### src/rtl/char_pixel_server_if.sv
// ---------------------------------------------------------------------------
// char_pixel_server_if
// Request/response bundle between the end-of-game overlay drawer (master)
// and the character-pixel server (slave).
//   char_yx     : {row[3:0], col[3:0]} of the requested character cell
//   char_line   : pixel line within the cell, 0..79
//   msg_sel     : 0 = "GAME OVER", 1 = "YOU WIN"
//   char_pixels : scaled 80-pixel glyph row, bit 79 = leftmost pixel
//   char_code   : stage-1 character code (debug/verification)
// ---------------------------------------------------------------------------
interface char_pixel_server_if;
    logic [7:0]  char_yx;
    logic [7:0]  char_line;
    logic        msg_sel;
    logic [79:0] char_pixels;
    logic [6:0]  char_code;

    modport master (
        output char_yx,
        output char_line,
        output msg_sel,
        input  char_pixels,
        input  char_code
    );

    modport slave (
        input  char_yx,
        input  char_line,
        input  msg_sel,
        output char_pixels,
        output char_code
    );
endinterface

### src/rtl/char_pixel_server.sv
// ---------------------------------------------------------------------------
// char_pixel_server
// Returns one 80-pixel row of an 8x16 glyph scaled to an 80x80 cell for the
// end-of-game overlay. A request is accepted every cycle and answered with a
// fixed two-cycle latency: stage 1 looks up the character code and font row,
// stage 2 fetches the glyph row, replicates each bit SCALE_X times and gates
// the result with a vsync-driven blink phase.
// Ports:
//   pclk     : pixel clock
//   rst      : asynchronous active-high reset
//   vsync_in : frame sync, rising edges drive the blink timebase
//   blink_en : 1 = blink the text, 0 = always visible
//   bus      : slave side of char_pixel_server_if (request in, pixels out)
// ---------------------------------------------------------------------------
module char_pixel_server #(
    parameter int          SCALE_X      = 10,
    parameter int          ROW_DIV      = 5,
    parameter int          BLINK_FRAMES = 30,
    parameter logic [6:0]  BLANK_CODE   = 7'h20
) (
    input  logic                 pclk,
    input  logic                 rst,
    input  logic                 vsync_in,
    input  logic                 blink_en,
    char_pixel_server_if.slave   bus
);

    localparam int CNT_W = (BLINK_FRAMES > 1) ? $clog2(BLINK_FRAMES) : 1;
    localparam logic [CNT_W-1:0] CNT_LAST = CNT_W'(BLINK_FRAMES - 1);

    // Message table indexed by {msg_sel, char_yx}; any row other than 0 or a
    // column past the end of the message falls through to the blank code.
    function automatic logic [6:0] msg_code(input logic [8:0] idx);
        case (idx)
            9'h000:  return 7'h47; // G
            9'h001:  return 7'h41; // A
            9'h002:  return 7'h4D; // M
            9'h003:  return 7'h45; // E
            9'h004:  return 7'h20; // space
            9'h005:  return 7'h4F; // O
            9'h006:  return 7'h56; // V
            9'h007:  return 7'h45; // E
            9'h008:  return 7'h52; // R
            9'h100:  return 7'h59; // Y
            9'h101:  return 7'h4F; // O
            9'h102:  return 7'h55; // U
            9'h103:  return 7'h20; // space
            9'h104:  return 7'h57; // W
            9'h105:  return 7'h49; // I
            9'h106:  return 7'h4E; // N
            default: return BLANK_CODE;
        endcase
    endfunction

    // Font glyphs, 16 rows of 8 bits, row 0 in the most significant byte.
    function automatic logic [127:0] font_glyph(input logic [6:0] code);
        case (code)
            7'h41:   return 128'h00001038_6CC6C6FE_C6C6C6C6_00000000; // A
            7'h45:   return 128'h0000FE66_62687868_606266FE_00000000; // E
            7'h47:   return 128'h00003C66_C2C0C0DE_C6C6663A_00000000; // G
            7'h49:   return 128'h00003C18_18181818_1818183C_00000000; // I
            7'h4D:   return 128'h0000C6EE_FEFED6C6_C6C6C6C6_00000000; // M
            7'h4E:   return 128'h0000C6E6_F6FEDECE_C6C6C6C6_00000000; // N
            7'h4F:   return 128'h00007CC6_C6C6C6C6_C6C6C67C_00000000; // O
            7'h52:   return 128'h0000FC66_66667C6C_666666E6_00000000; // R
            7'h55:   return 128'h0000C6C6_C6C6C6C6_C6C6C67C_00000000; // U
            7'h56:   return 128'h0000C6C6_C6C6C6C6_C66C3810_00000000; // V
            7'h57:   return 128'h0000C6C6_C6C6D6D6_D6FEEE6C_00000000; // W
            7'h59:   return 128'h00006666_66663C18_1818183C_00000000; // Y
            default: return 128'h0;                                    // 0x20 and unknown
        endcase
    endfunction

    function automatic logic [7:0] glyph_row(input logic [6:0] code, input logic [3:0] row);
        logic [127:0] g;
        g = font_glyph(code);
        return g[(4'd15 - row) * 8 +: 8];
    endfunction

    // Pixel i takes glyph bit i / SCALE_X, so bit 7 fills pixels 79..70.
    function automatic logic [79:0] scale_row(input logic [7:0] g);
        logic [79:0] px;
        px = '0;
        for (int i = 0; i < 80; i++) begin
            px[i] = g[i / SCALE_X];
        end
        return px;
    endfunction

    logic [7:0]       row_full;
    logic             vsync_prev;
    logic             vsync_rise;
    logic [CNT_W-1:0] blink_cnt;
    logic [CNT_W-1:0] blink_cnt_next;
    logic             blink_vis;
    logic             blink_vis_next;

    logic [6:0]       code_p1;
    logic [3:0]       row_p1;
    logic             vld_p1;
    logic [79:0]      pixels_p2;

    assign row_full   = bus.char_line / 8'(ROW_DIV);
    assign vsync_rise = vsync_in & ~vsync_prev;

    // Blink timebase. The stage-2 gate uses the next phase so a toggle edge
    // already applies to the output produced on that same edge.
    always_comb begin
        blink_cnt_next = blink_cnt;
        blink_vis_next = blink_vis;
        if (!blink_en) begin
            blink_cnt_next = '0;
            blink_vis_next = 1'b1;
        end else if (vsync_rise) begin
            if (blink_cnt == CNT_LAST) begin
                blink_cnt_next = '0;
                blink_vis_next = ~blink_vis;
            end else begin
                blink_cnt_next = blink_cnt + 1'b1;
            end
        end
    end

    always_ff @(posedge pclk or posedge rst) begin
        if (rst) begin
            vsync_prev <= 1'b0;
            blink_cnt  <= '0;
            blink_vis  <= 1'b1;
        end else begin
            vsync_prev <= vsync_in;
            blink_cnt  <= blink_cnt_next;
            blink_vis  <= blink_vis_next;
        end
    end

    // Stage 1: character code, font row and line range check
    always_ff @(posedge pclk or posedge rst) begin
        if (rst) begin
            code_p1 <= '0;
            row_p1  <= '0;
            vld_p1  <= 1'b0;
        end else begin
            code_p1 <= msg_code({bus.msg_sel, bus.char_yx});
            row_p1  <= row_full[3:0];
            vld_p1  <= (bus.char_line < 8'd80);
        end
    end

    // Stage 2: glyph fetch, horizontal scaling and output gating
    always_ff @(posedge pclk or posedge rst) begin
        if (rst) begin
            pixels_p2 <= '0;
        end else if (vld_p1 && blink_vis_next) begin
            pixels_p2 <= scale_row(glyph_row(code_p1, row_p1));
        end else begin
            pixels_p2 <= '0;
        end
    end

    assign bus.char_code   = code_p1;
    assign bus.char_pixels = pixels_p2;

endmodule

### src/flat_wrapper.sv
// flat-port wrapper written by rule: the top's interface ports become plain ports
module char_pixel_server_flat 
#(
    parameter int          SCALE_X      = 10,
    parameter int          ROW_DIV      = 5,
    parameter int          BLINK_FRAMES = 30,
    parameter logic [6:0]  BLANK_CODE   = 7'h20
)
  (pclk, rst, vsync_in, blink_en, bus_char_yx, bus_char_line, bus_msg_sel, bus_char_pixels, bus_char_code);
  char_pixel_server_if bus_i ();
  input  logic pclk;
  input  logic rst;
  input  logic vsync_in;
  input  logic blink_en;
  input wire logic [$bits(bus_i.char_yx)-1:0] bus_char_yx;
  input wire logic [$bits(bus_i.char_line)-1:0] bus_char_line;
  input wire logic [$bits(bus_i.msg_sel)-1:0] bus_msg_sel;
  output wire logic [$bits(bus_i.char_pixels)-1:0] bus_char_pixels;
  output wire logic [$bits(bus_i.char_code)-1:0] bus_char_code;
  assign bus_i.char_yx = bus_char_yx;
  assign bus_i.char_line = bus_char_line;
  assign bus_i.msg_sel = bus_msg_sel;
  assign bus_char_pixels = bus_i.char_pixels;
  assign bus_char_code = bus_i.char_code;
  char_pixel_server #(.SCALE_X(SCALE_X), .ROW_DIV(ROW_DIV), .BLINK_FRAMES(BLINK_FRAMES), .BLANK_CODE(BLANK_CODE)) u_core (.pclk(pclk), .rst(rst), .vsync_in(vsync_in), .blink_en(blink_en), .bus(bus_i));
endmodule
### config.mk
export PLATFORM = sky130hd
export DESIGN_NAME = char_pixel_server_flat
export DESIGN_NICKNAME = d
export VERILOG_FILES = /design/src/rtl/char_pixel_server_if.sv /design/src/rtl/char_pixel_server.sv /design/src/flat_wrapper.sv
export SDC_FILE = /design/constraint.sdc
export NUM_CORES = 1
export LEC_CHECK = 0
export CAP_MARGIN = 20
export CELL_PAD_IN_SITES_DETAIL_PLACEMENT = 0
export CELL_PAD_IN_SITES_GLOBAL_PLACEMENT = 1
export CORE_MARGIN = 1.5
export CORE_UTILIZATION = 36
export CTS_CLUSTER_DIAMETER = 80
export DETAILED_ROUTE_END_ITERATION = 8
export PLACE_DENSITY_LB_ADDON = 0.1
export SYNTH_ARGS = -nofsm -noshare
export SYNTH_HDL_FRONTEND = slang
export SYNTH_SLANG_ARGS = --single-unit
### constraint.sdc
create_clock -name pclk -period 5 [get_ports pclk]
set_clock_uncertainty 0.2 [all_clocks]
set_input_delay 0.75 -clock pclk [delete_from_list [all_inputs] [get_ports pclk]]
set_output_delay 0.75 -clock pclk [all_outputs]
set_load 0.01 [all_outputs]
# Yosys cells after proc, flatten, opt, wreduce, memory -nomap -nowiden
# Index checks and enable logic that the tools add are counted.
# Widths: inputs -> output; s select.
# totals
ff_bits	99
inputBits	21
output_inout_bits	87
word_cells	56
# op_classes
add_sub_neg	2
div	1
order_cmp	1
eq_ne	27
n_shift	1
n_mux	10
n_bitwise	3
reduce_logical	4
# op_table
cell	n
$pmux 112 s12	1
$mux 128	1
$shiftx 128x33->8	1
$eq 7x7->1 const B	12
$pmux 7 s12	1
$mux 80	1
$eq 9x9->1 const B	6
$eq 9x3->1 const B	3
$eq 9x2->1 const B	2
$mux 5	3
$eq 9x1->1 const B	1
$eq 9x4->1 const B	1
$logic_not 9->1	1
$div 8x3->8 const B	1
$lt 8x7->1 const B	1
$add 5x1->5 const B	1
$eq 5x5->1 const B	1
$sub 4x4->5 const A	1
$reduce_or 2->1	2
$mux 1	3
$ne 2x1->1 const B	1
$not 1->1	2
$and 1x1->1	1
$logic_and 1x1->1	1

# Depth between registers and ports, before layout
# Gate-level depths: netlist of run 1.
# depth
depth_word	8
mapped_depth	12

# Worst setup path after synthesis of run 1
# Ideal clock, no wire load.
# synth_path
path_kind	input port to flip-flop
start	in bus_char_line[7]
end	reg u_core.row_p1[0]
arrival_time_ps	2537
required_ps	4680
path_slack_ps	2143
cell_stages	12
n_path_buf	1
path_cell_list	buf_4 > or3b_1 > a22oi_1 > o22a_2 > nand2_2 > xor2_2 > inv_1 > ha_1 > nor2_1 > nor2_1 > o211ai_1 > and3_1
# synth_between
elab_chain_cells	1
# synth_lines
item	line_no	rtl
start: declaration	flat_wrapper.sv:16	input wire logic [$bits(bus_i.char_line)-1:0] bus_char_line;
$div 8x3->8	char_pixel_server.sv:103	assign row_full = bus.char_line / 8'(ROW_DIV);
via u_core.row_full[0]	char_pixel_server.sv:90	logic [7:0] row_full;
end signal: assignment	char_pixel_server.sv:144	row_p1 <= row_full[3:0];
end: declaration	char_pixel_server.sv:99	logic [3:0] row_p1;
# The timed path passes the listed nets, and every way through them passes these cells.
# A chain may end at the register's enable or synchronous reset.

# Worst setup path after layout of run 1
# Same ends and word-level chain as after synthesis.

==> results.toml, run 1 <==
[clock_tree]
cts_setup_buffers = 0
htree_levels = 1
clockRootBuffer = "clkbuf_8"
cts.repair.resized = 0
cts_tree = "yes"
cts_buffer_depth = 2
insertion_delay_ns = 0.29
cts_made_buffers = 3
cts.sinks = 26
ctsHoldBuffers = 0
cts.reportedPaths.clkPinSlew_ns = 0.11

[floorplan]
floorplan.initialDensity = 0.371
die_width_um = 100
die_h_um = 100
fp.dieArea_um2 = 10100
core_area_um2 = 9200
rows = 35
io_pins = 108

[sta]
rsz0062_at_grt = "false"
period_share = 0.689
slew_violations = 0
timing.final.setup_violations = 0
fin_setup_tns_ns = 0
fin_ws_ns = 1.55
worst_slew_pin_slew_ns = 0.981
hold_violations = 0
fmax_mhz = 290
max-slew-margin-rel = 0.346
min_period_ns = 3.45

[layout]
layout-drive-gt1-share = 0.0582
final_common_cell = "clkdlybuf4s50_1"
design_area_um2 = 3960
fin_cells = 592
syn2layout_area_growth_pct = 16.0
antennaDiodeCount = 0
final_nets = 507
layout.cells.most_common_list = "97 x clkdlybuf4s50_1, 41 x nor2_1, 36 x a21oi_1, 34 x nand2_1, 30 x o21ai_0"

[global_routing]
grt_pass1_vias = 2971
antenna_found_initial = 0
grt_pass1_wl_mm = 14.8
grt.total_usage = 0.179
grt_max_degree = 30
gr-total-overflow = 0

[setup_path]
crit_path_end_kind = "flop"
worstPathBufferInverterCount = 2
path_cells = "clkdlybuf4s50_1 > nor2b_1 > o22ai_1 > o31ai_1 > nand2_2 > xor2_2 > inv_1 > ha_1 > nor2_1 > nor2_1 > o211ai_1 > and3_1"
critPathSlowestCell = "clkdlybuf4s50_1"
worst-setup-path-type = "input pin to flop"
worstPathArrival_ns = 3.44
cpPeakStageDelay_ns = 0.67
crit_required_ns = 4.99
crit_fanout = 12
r2r_start = "u_core.bus.char_code[4]"
crit_top_cell = "nor2_1"
startpoint = "bus_char_line[7]"
cp_top_family = "simple AND/OR/NAND/NOR gates"
startpoint_type = "input pin"

[place]
dpl_cell_area_um2 = 3870
globalplace.congestion = 0.837
dp_hpwl_mm = 6.60
port-buffer-count = 97
post-place-cells = 587
place_worst_setup_slack_ns = 1.29

[route]
drt_iter0_markers = 254
drc_errors = 0
wire_per_inst_um = 15.4
num_vias = 3303
drtAntennaViolNets = 0
drt_first_pass_iters = 5
vias_per_cell = 5.58
routed_wirelength_mm = 9.13

[yosys]
postSynthCellCount = 470
async_reset_ff_frac = 1.00
syn_area_um2 = 3410
synth_ff_type = "dfrtp_1"
avgSynthCellArea_um2 = 7.26
ys_ff_latch = 26
ys_seq_area_frac = 0.191
synth_edf_count = 0
yosys_warnings = 0
synth.distinct_cells = 76
yosys-top-cells-area = "dfrtp_1 18%, buf_4 17%, a21oi_1 5.3%"
synth_top_cell_area_share = 0.183
yosys.area.top_type = "dfrtp_1"

[power_and_ir_drop]
ir_drop_uv = 86.2
p_leak_uw = 0.00146
power.density_nw_per_um2 = 185

[hold_path]
hp-class = "flop to flop"
hp-start = "u_core.blink_vis"

[job]
drv_cap = 0

[run_status]
outcome = "complete, no violations"
[state kept, by name, indices dropped and copies added, names as in the netlist]
register and flops:
u_core.vld_p1 1, u_core.row_p1 4, u_core.blink_cnt 5, u_core.bus.char_code 7, u_core.bus.char_pixels 7, u_core.blink_vis 1
u_core.vsync_prev 1
[cells by family after synthesis]
| kind of cell | count (synthesis) | share of synthesized area |
|---|---|---|
| and+or+nand+nor | 186 | 0.302 |
| AOI/OAI and AO/OA | 126 | 0.236 |
| buffers and inverters | 115 | 0.219 |
| DFF | 26 | 0.191 |
| xor gates and xnor gates | 10 | 0.0301 |
| adders and majority gates | 4 | 0.0147 |
| muxes | 2 | 0.00623 |
| other | 1 | 0.00110 |
[cell usage after synthesis, drive strengths merged (8+ instances only)]
library cell / n
nor2: 41
clkbuf: 11
inv: 13
nand3: 9
nand2: 35
o22ai: 8
nand2b: 11
dfrtp: 25
a21oi: 36
nor3b: 8
nor3: 12
buf: 91
o21ai: 33
nor2b: 21
[per-stage QoR]
stage	hold WS, ns	total power [uW]	utilization
5_1_grt	0.399	784	0.431
6_report	0.353	733	0.431
2_1_floorplan	0.314	467	-
3_5_place_dp	0.342	543	0.421
3_3_place_gp	0.334	543	0.421
4_1_cts	0.362	735	0.429
[final timing paths]
kind	to	slack, ns	depth (start not counted)
hold reg to reg	u_core.blink_vis	0.35	2
min in group asynchronous	u_core.blink_cnt[1]	0.61	2
setup / recovery	u_core.row_p1[0]	1.55	12
hold / removal	u_core.blink_vis	0.35	2
setup reg to reg	u_core.bus.char_pixels[69]	2.07	7
max in group asynchronous	u_core.bus.char_code[6]	3.49	3
[power breakdown]
group | leakage, uW | total [uW] | switching, uW | internal [uW]
logic | 0.00109 | 289 | 157 | 132
registers | 0.000340 | 256 | 35.3 | 221
clock network | 0.0000357 | 188 | 80.6 | 107
[layout make-up]
type | count | area [um2]
Inverter | 13 | 48.8
Timing Repair Buffer | 100 | 1000
Fill cell | 939 | 5240
Multi-Input combinational cell | 338 | 2050
Tap cell | 111 | 139
Sequential cell | 26 | 652
Clock inverter | 1 | 30.0
Clock buffer | 3 | 41.3
[worst register-to-register path: cells and delay by family (launching register included)]
kind            cells  cell delay [ns]
compound gates      4             0.74
simple gates        3             0.93
flops               1             0.99
[per-layer routing]
| layer | up-vias | global-route usage | wire length, um |
|---|---|---|---|
| met5 | - | 0 | 0 |
| met2 | 162 | 0.307 | 4180 |
| met4 | 0 | 0.0531 | 182 |
| met1 | 1530 | 0.239 | 4170 |
| met3 | 18 | 0.0181 | 597 |
| li1 | 1593 | - | - |
No activity file was read; power rests on OpenSTA's default activity.
==> run 2: changes to the inputs <==
- CORE_UTILIZATION: 36 -> 30
- clock period: 5 -> 3.03 ns (I/O delays scaled with it)
==> run 2 against run 1 <==
Against the previous run:
- sequential share of layout area decreased by 1.2 points
- cell area increased by 8.2%
- die area increased by 19%
- non-clock buffer count increased by 35
- count of clock-buffer cells in the layout unchanged
- critical endpoint unchanged
- final cell count increased by 11%
- routed wire length increased by 5.9%
- combinational power increased by 90%
- worst hold slack got worse by 0.014 ns
- clock power increased by 120%
- sequential power increased by 56%
==> results.toml, run 2 (synthesis results as in run 1) <==
[clock_tree]
cts.sinks = 26
cts.repair.resized = 0
cts_setup_buffers = 0
ctsHoldBuffers = 0
cts.reportedPaths.clkPinSlew_ns = 0.08
insertion_delay_ns = 0.28
cts_buffer_depth = 2
htree_levels = 1
clockRootBuffer = "clkbuf_16"
cts_made_buffers = 3
cts_tree = "yes"

[global_routing]
grt_pass1_wl_mm = 15.7
grt_max_degree = 27
grt_pass1_vias = 3113
gr-total-overflow = 0
antenna_found_initial = 0
grt.total_usage = 0.166

[place]
dp_hpwl_mm = 7.58
dpl_cell_area_um2 = 4180
globalplace.congestion = 0.855
port-buffer-count = 97

[setup_path]
reg2reg_to = "u_core.bus.char_pixels[19]"
r2r_slack_ns = 0.49
worstPathArrival_ns = 2.73
r2r_start = "u_core.bus.char_code[4]"
crit_required_ns = 2.99
cp.depth = 12
startpoint = "bus_char_line[5]"
cpPeakStageDelay_ns = 0.53
crit_path_end = "u_core.row_p1[0]"
critPathSlowestCell = "clkdlybuf4s50_1"
crit_top_cell = "nor2_1"
startpoint_type = "input pin"
path_cells = "clkdlybuf4s50_1 > or3b_1 > a22oi_1 > o22a_2 > nand2_2 > xor2_2 > inv_1 > ha_1 > nor2_1 > nor2_1 > o211ai_1 > and3_1"
crit_fanout = 6
crit_path_end_kind = "flop"
cp_top_family = "simple AND/OR/NAND/NOR gates"
worstPathBufferInverterCount = 2
worst-setup-path-type = "input pin to flop"
reg2regPathDepth = 7

[floorplan]
io_pins = 108
rows = 38
core_area_um2 = 11000
fp.dieArea_um2 = 12000
floorplan.initialDensity = 0.311
die_h_um = 110
die_width_um = 110

[layout]
antennaDiodeCount = 0
final_common_cell = "clkdlybuf4s50_1"
layout.cells.most_common_list = "97 x clkdlybuf4s50_1, 41 x nor2_1, 38 x buf_4, 36 x a21oi_1, 34 x nand2_1"
design_area_um2 = 4290
final_nets = 542
layout-drive-gt1-share = 0.122
post-route-util = 0.390
syn2layout_area_growth_pct = 25.5

[route]
routed_wirelength_mm = 9.67
drc_errors = 0
num_vias = 3419
vias_per_cell = 5.21
wire_per_inst_um = 14.7
drt_first_pass_iters = 5
drtAntennaViolNets = 0
drt_iter0_markers = 209

[sta]
fin_setup_tns_ns = 0
rsz0062_at_grt = "false"
max-slew-margin-rel = 0.608
min_period_ns = 2.77
hold_violations = 0
worst_slew_pin_slew_ns = 0.583
slew_violations = 0
fmax_mhz = 362
period_share = 0.913
timing.final.setup_violations = 0
worst_hold_slack_ns = 0.338

[job]
drv_cap = 0

[power_and_ir_drop]
power.density_nw_per_um2 = 318
p_leak_uw = 0.00165
ir_drop_uv = 156

[run_status]
outcome = "complete, no violations"

[hold_path]
hp-class = "input pin to asynchronous set/reset pin"
==> run 2: layout make-up <==
cell class              count  area [um2]
clock buffers               3        75.1
clock inverters             1        30.0
fillers                  1163        6700
inverters                  13        48.8
multi-input cells         338        2050
flip-flops and latches     26         652
well taps                 140         175
repair buffers            135        1260
==> run 2: worst reg2reg max path, cell delays in order, from the launching register on <==
cell and delay [ns]:
dfrtp_1 0.59, buf_4 0.31, xnor2_1 0.21, or3_1 0.20, nand3_1 0.16, a221oi_1 0.31
a211oi_1 0.08, or3_1 0.35
==> run 2: where the power goes <==
part	switching, uW	total (uW)	internal (uW)
Combinational	293	548	255
Clock	150	414	264
Sequential	33.6	399	365
==> run 2: how the worst min path moves through the flow <==
stage / slack, ns / endpoint / startpoint
5_1_grt: 0.39 / u_core.blink_cnt[0] / rst
3_5_place_dp: 0.34 / u_core.blink_vis / u_core.blink_vis
3_3_place_gp: 0.33 / u_core.blink_vis / u_core.blink_vis
6_report: 0.34 / u_core.bus.char_code[3] / rst
4_1_cts: 0.36 / u_core.blink_vis / u_core.blink_vis
2_1_floorplan: 0.29 / u_core.blink_cnt[0] / rst
==> run 2: metrics by stage <==
stage	power, uW	cells	setup slack [ns]
3_5_place_dp	953	652	-0.0104
2_1_floorplan	771	479	0.468
4_1_cts	1380	656	0.272
6_report	1360	656	0.265
5_1_grt	1450	656	0.0508
3_3_place_gp	958	652	0.0171
==> run 2: per-layer routing <==
metal / GRT usage / vias to the layer above / share of wire
li1: - / 1667 / -
met3: 0.0261 / 16 / 0.067
met1: 0.212 / 1583 / 0.45
met5: 0 / - / 0
met4: 0.0464 / 0 / 0.021
met2: 0.287 / 153 / 0.46
